$ cat config.mk
export PLATFORM = sky130hd
export DESIGN_NAME = simon_share_ctrl
export DESIGN_NICKNAME = d
export VERILOG_FILES = /design/src/rtl/simon_pkg.sv /design/src/rtl/simon_rr_arb.sv /design/src/rtl/simon_share_ctrl.sv
export SDC_FILE = /design/constraint.sdc
export NUM_CORES = 1
export LEC_CHECK = 0
export ABC_AREA = 1
export BUFFER_PORTS_ARGS = -buffer_cell sky130_fd_sc_hd__buf_2
export CORE_AREA = 2 2 156 158
export CTS_BUF_LIST = sky130_fd_sc_hd__clkbuf_8
export CTS_CLUSTER_DIAMETER = 150
export CTS_CLUSTER_SIZE = 30
export DETAILED_ROUTE_END_ITERATION = 6
export DIE_AREA = 0 0 158 160
export GPL_ROUTABILITY_DRIVEN = 0
export PLACE_DENSITY = 0.72
export REMOVE_ABC_BUFFERS = 1
export SLEW_MARGIN = 20
export SYNTH_ARGS = -nofsm -noshare
export SYNTH_HDL_FRONTEND = slang
export SYNTH_SLANG_ARGS = --single-unit
$ cat constraint.sdc
create_clock -name clk -period 5.98 [get_ports clk]
set_clock_uncertainty 0.1 [all_clocks]
set_input_delay 0.897 -clock clk [delete_from_list [all_inputs] [get_ports clk]]
set_output_delay 0.897 -clock clk [all_outputs]
set_load 0.01 [all_outputs]
$ cat src/rtl/simon_pkg.sv
// Shared types and constants for the Simon 32/64 core-sharing controller.
// Holds the FSM state encoding, the key/block widths and the requester id type.
package simon_pkg;

   localparam int KEY_W = 64;
   localparam int BLK_W = 32;
   localparam int N_REQ = 2;

   typedef enum logic [1:0] {
      ST_IDLE  = 2'd0,
      ST_START = 2'd1,
      ST_WAIT  = 2'd2,
      ST_RESP  = 2'd3
   } state_t;

   typedef logic req_id_t;

   function automatic logic [N_REQ-1:0] id_onehot(input req_id_t id);
      return id ? 2'b10 : 2'b01;
   endfunction

endpackage

$ cat src/rtl/simon_rr_arb.sv
// Two-way round-robin arbiter; ptr names the requester that wins a tie.
// The grant is combinational; the pointer moves only when a grant is taken.
module simon_rr_arb
   import simon_pkg::*;
(
   input  logic             clk,
   input  logic             reset,
   input  logic [N_REQ-1:0] req,
   input  logic             take,
   output logic [N_REQ-1:0] gnt,
   output req_id_t          gnt_id
);

   req_id_t ptr;

   always_comb begin
      gnt_id = ptr;
      if (req[0] && !req[1]) begin
         gnt_id = 1'b0;
      end else if (req[1] && !req[0]) begin
         gnt_id = 1'b1;
      end
      gnt = (req != '0) ? id_onehot(gnt_id) : '0;
   end

   // After a grant the other requester gets priority on the next tie.
   always_ff @(posedge clk or posedge reset) begin
      if (reset) begin
         ptr <= 1'b0;
      end else if (take && (req != '0)) begin
         ptr <= ~gnt_id;
      end
   end

endmodule

$ cat src/rtl/simon_share_ctrl.sv
// Shares one Simon 32/64 core between two requesters (IDLE/START/WAIT/RESP).
// Defining SIMON_SHARE_TIMEOUT_EN adds a WAIT watchdog and the rspN_err flags.
//
// Handshakes: a request transfers on the cycle reqN_valid && reqN_ready; a
// response transfers on the cycle rspN_valid && rspN_ready. rspN_valid and
// rspN_ct hold until that transfer; ready without valid has no effect.
module simon_share_ctrl
   import simon_pkg::*;
#(
   parameter int START_CYCLES   = 2,
   parameter int TIMEOUT_CYCLES = 255
)
(
   input  logic             clk,
   input  logic             reset,

   input  logic             req0_valid,
   output logic             req0_ready,
   input  logic [KEY_W-1:0] req0_key,
   input  logic [BLK_W-1:0] req0_pt,
   input  logic             req1_valid,
   output logic             req1_ready,
   input  logic [KEY_W-1:0] req1_key,
   input  logic [BLK_W-1:0] req1_pt,

   output logic             rsp0_valid,
   input  logic             rsp0_ready,
   output logic [BLK_W-1:0] rsp0_ct,
   output logic             rsp1_valid,
   input  logic             rsp1_ready,
   output logic [BLK_W-1:0] rsp1_ct,
`ifdef SIMON_SHARE_TIMEOUT_EN
   output logic             rsp0_err,
   output logic             rsp1_err,
`endif

   output logic             core_start,
   output logic [KEY_W-1:0] core_key,
   output logic [BLK_W-1:0] core_pt,
   input  logic [BLK_W-1:0] core_ct,
   input  logic             core_done,

   output logic             busy,
   output state_t           state
);

   localparam int SW = (START_CYCLES > 1) ? $clog2(START_CYCLES) : 1;
   localparam logic [SW-1:0] START_LAST = SW'(START_CYCLES - 1);

`ifdef SIMON_SHARE_TIMEOUT_EN
   localparam int TW = (TIMEOUT_CYCLES > 1) ? $clog2(TIMEOUT_CYCLES) : 1;
   localparam logic [TW-1:0] TIMEOUT_LAST = TW'(TIMEOUT_CYCLES - 1);

   logic [TW-1:0]    wait_cnt;
   logic [N_REQ-1:0] rsp_err_q;
`endif

   logic [N_REQ-1:0]            req_valid;
   logic [N_REQ-1:0]            rsp_ready;
   logic [N_REQ-1:0]            gnt;
   logic [N_REQ-1:0]            rsp_valid_q;
   logic [N_REQ-1:0][BLK_W-1:0] rsp_ct_q;
   logic [SW-1:0]               start_cnt;
   logic                        grant_ok;
   req_id_t                     gnt_id;
   req_id_t                     job_id;

   assign req_valid = {req1_valid, req0_valid};
   assign rsp_ready = {rsp1_ready, rsp0_ready};

   // Reset is folded in so ready stays low while reset is held.
   assign grant_ok = (state == ST_IDLE) && !reset;

   simon_rr_arb u_arb (
      .clk    (clk),
      .reset  (reset),
      .req    (req_valid),
      .take   (grant_ok),
      .gnt    (gnt),
      .gnt_id (gnt_id)
   );

   assign req0_ready = grant_ok && gnt[0];
   assign req1_ready = grant_ok && gnt[1];

   assign rsp0_valid = rsp_valid_q[0];
   assign rsp1_valid = rsp_valid_q[1];
   assign rsp0_ct    = rsp_ct_q[0];
   assign rsp1_ct    = rsp_ct_q[1];
`ifdef SIMON_SHARE_TIMEOUT_EN
   assign rsp0_err   = rsp_err_q[0];
   assign rsp1_err   = rsp_err_q[1];
`endif

   always_ff @(posedge clk or posedge reset) begin
      if (reset) begin
         state       <= ST_IDLE;
         job_id      <= 1'b0;
         start_cnt   <= '0;
         core_start  <= 1'b0;
         core_key    <= '0;
         core_pt     <= '0;
         rsp_valid_q <= '0;
         rsp_ct_q    <= '0;
         busy        <= 1'b0;
`ifdef SIMON_SHARE_TIMEOUT_EN
         wait_cnt    <= '0;
         rsp_err_q   <= '0;
`endif
      end else begin
         case (state)
            ST_IDLE: begin
               if (req_valid != '0) begin
                  state      <= ST_START;
                  job_id     <= gnt_id;
                  core_key   <= gnt_id ? req1_key : req0_key;
                  core_pt    <= gnt_id ? req1_pt  : req0_pt;
                  core_start <= 1'b1;
                  start_cnt  <= '0;
                  busy       <= 1'b1;
               end
            end

            // core_done is deliberately not looked at while the strobe is up.
            ST_START: begin
               if (start_cnt == START_LAST) begin
                  state      <= ST_WAIT;
                  core_start <= 1'b0;
`ifdef SIMON_SHARE_TIMEOUT_EN
                  wait_cnt   <= '0;
`endif
               end else begin
                  start_cnt <= start_cnt + 1'b1;
               end
            end

            ST_WAIT: begin
               if (core_done) begin
                  state            <= ST_RESP;
                  rsp_valid_q      <= id_onehot(job_id);
                  rsp_ct_q[job_id] <= core_ct;
                  core_key         <= '0;
                  core_pt          <= '0;
`ifdef SIMON_SHARE_TIMEOUT_EN
                  rsp_err_q        <= '0;
               end else if (wait_cnt == TIMEOUT_LAST) begin
                  state            <= ST_RESP;
                  rsp_valid_q      <= id_onehot(job_id);
                  rsp_ct_q[job_id] <= '0;
                  rsp_err_q        <= id_onehot(job_id);
                  core_key         <= '0;
                  core_pt          <= '0;
               end else begin
                  wait_cnt <= wait_cnt + 1'b1;
`endif
               end
            end

            // Only the owning requester's ready can retire the response.
            ST_RESP: begin
               if (rsp_ready[job_id] && rsp_valid_q[job_id]) begin
                  state       <= ST_IDLE;
                  rsp_valid_q <= '0;
                  rsp_ct_q    <= '0;
                  busy        <= 1'b0;
`ifdef SIMON_SHARE_TIMEOUT_EN
                  rsp_err_q   <= '0;
`endif
               end
            end

            default: begin
               state <= ST_IDLE;
            end
         endcase
      end
   end

endmodule

==> out/metrics.cfg <==
[cts]
clock_path_buffers=2
clkLatencyLatePin_ns=0.46
numCtsBuffers=17
cts_setup_buffers=0
cts_resized=0
clk_pin_slew_ns=0.09
htree_levels=4
cts_sinks=169
cts_hold_buf=0
clockRootBuffer=clkbuf_8
cts_tree=yes

[synth]
yosysMostFrequentCell=nand2_1
avgSynthCellArea_um2=7.71
synth_ff_type=dfrtp_1
ys_warn_count=0
ys_top_cells_by_count=nand2_1 (498), dfrtp_1 (169), inv_1 (111), nand3_1 (103), nand3b_1 (96)
synth_area_um2=8250
ys_types=20
synth_edf_count=0
yosys.area.top_type=dfrtp_1
async_reset_ff_share_pct=100
synth_area_leaders=dfrtp_1 (51%), nand2_1 (23%), nand3b_1 (8.7%)
yosysSeqAreaShare_pct=51.3
yosysTopAreaCellShare_pct=51.3
ys_seq_elements=169
syn_inst=1070

[timing]
fmax_mhz=327
slew_headroom_pct=23.3
setup_viol=0
rsz0062_at_grt=no
period_share_pct=51.1
tns_ns=0
period_needed_ns=3.05
final-hold-violation-count=0
tightest_slew_ns=1.15
drv_slew=0

[worst_setup_path]
path_class=in2out
start_kind=input pin
cp-startpoint=req1_valid
r2r-start=u_arb.ptr
crit_required_ns=4.98
path_max_fanout=35
reg2regPathDepth=7
cp.arrival_ns=2.06
crit_path_end_kind=primary output

[die]
fp.dieW_um=158
ios=399
placementRows=57
die_h_um=160
start_util_pct=34.6
die_area_um2=25300
coreArea_um2=23800

[global_routing]
overflow=0
grtUsageTotal_pct=20.2
first_global_vias=7764
antenna_found_initial=1
grt_pass1_wl_um=40700
grt_max_degree=103

[routing]
wl_um=26100
vias_per_cell=4.64
drt_iter0_markers=635
firstDrtPassIters=5
drc=0
detail-route-antenna-nets=0
wl_per_cell_um=14.7
num_vias=8213

[layout]
synthToLayoutAreaGrowth_pct=31.1
instances_no_fill=1770
finalNetCount=1667
fill_cells=2470
drive_gt1_share_pct=30.9

[place]
place_hpwl_um=18300
post-place-cells=1737
port_buffers=398

[hold_path]
worstHoldStart=rsp0_ct[12]
min_path_cells=2
hp-class=reg2reg

[power_and_ir_drop]
finalPower_uw=5060
powerDensity_nw_per_um2=467
ir_drop_mv=0.240
leakage_uw=0.00666

[status]
status=finished, final reports clean

[flow_run]
maxCapViolCount=0

placed cells by master (no fill, tap or decap), types with 6 or more instances in the layout:
| master | n |
|---|---|
| nand2_1 | 496 |
| buf_2 | 398 |
| dfrtp_1 | 169 |
| inv_1 | 109 |
| nand3_1 | 103 |
| nand3b_1 | 96 |
| clkbuf_8 | 17 |
| nor2_1 | 9 |
| buf_4 | 8 |
| nand4_1 | 6 |
| inv_8 | 6 |
cell type report:
type | count | area (um^2) | area share [%]
flip-flops and latches | 169 | 4230 | 39.1
multi-input cells | 725 | 3310 | 30.6
repair buffers | 406 | 2050 | 19.0
inverters | 113 | 429 | 3.97
well taps | 324 | 405 | 3.75
clock buffers | 17 | 234 | 2.16
clock inverters | 15 | 155 | 1.43
diodes | 1 | 2.50 | 0.0231
layer usage:
layer	track usage (%)	share of wire, %	wire [um]
met4	7.86	3.4	883
met3	4.75	6.7	1740
met1	26.6	42	11100
met5	0	0	0
met2	32.3	47	12400
sequential cells by signal, indices dropped and copies added, names as in the netlist:
register,count
core_pt,32
state,2
rsp0_ct,32
core_key,64
u_arb.ptr,1
busy,1
rsp1_ct,32
start_cnt,1
core_start,1
rsp_valid_q,2
job_id,1
critical path: stages:
cell and delay (ns):
buf_2 0.09, inv_2 0.06, o21ai_4 0.13, buf_4 0.41, nand3_1 0.16, nor2_1 0.15, buf_2 0.15
through the flow:
stage	area (um^2)	utilization [%]	hold WS [ns]	setup slack, ns
after floorplan	7940	-	0.377	0.163
after global placement	10400	43.8	0.349	2.55
after detailed placement	10400	43.8	0.353	2.56
after CTS	10800	45.4	0.376	2.84
after global routing	10800	45.4	0.395	2.74
final	10800	45.4	0.372	2.93
cells by family (layout without fill, tap and decap cells):
group	count (synthesis)	count (layout)	synth area share (%)
DFF	169	169	51.3
AOI/OAI and AO/OA	6	6	0.516
buffers and inverters	176	551	8.89
and+or+nand+nor	715	715	38.7
other	0	1	0
adders and majority gates	4	4	0.607
power breakdown:
part / switching, uW / internal, uW / total (uW)
Clock: 499 / 314 / 813
Combinational: 1550 / 816 / 2360
Sequential: 260 / 1620 / 1880
Total: 2300 / 2750 / 5060
worst paths after layout:
kind,slack (ns),endpoint
max,2.93,req1_ready
min,0.37,rsp0_ct[12]
max reg2reg,3.09,core_key[27]
min reg2reg,0.37,rsp0_ct[12]
max in group asynchronous,3.70,core_pt[18]
min in group asynchronous,0.53,u_arb.ptr
No activity file was read; power rests on OpenSTA's default activity.
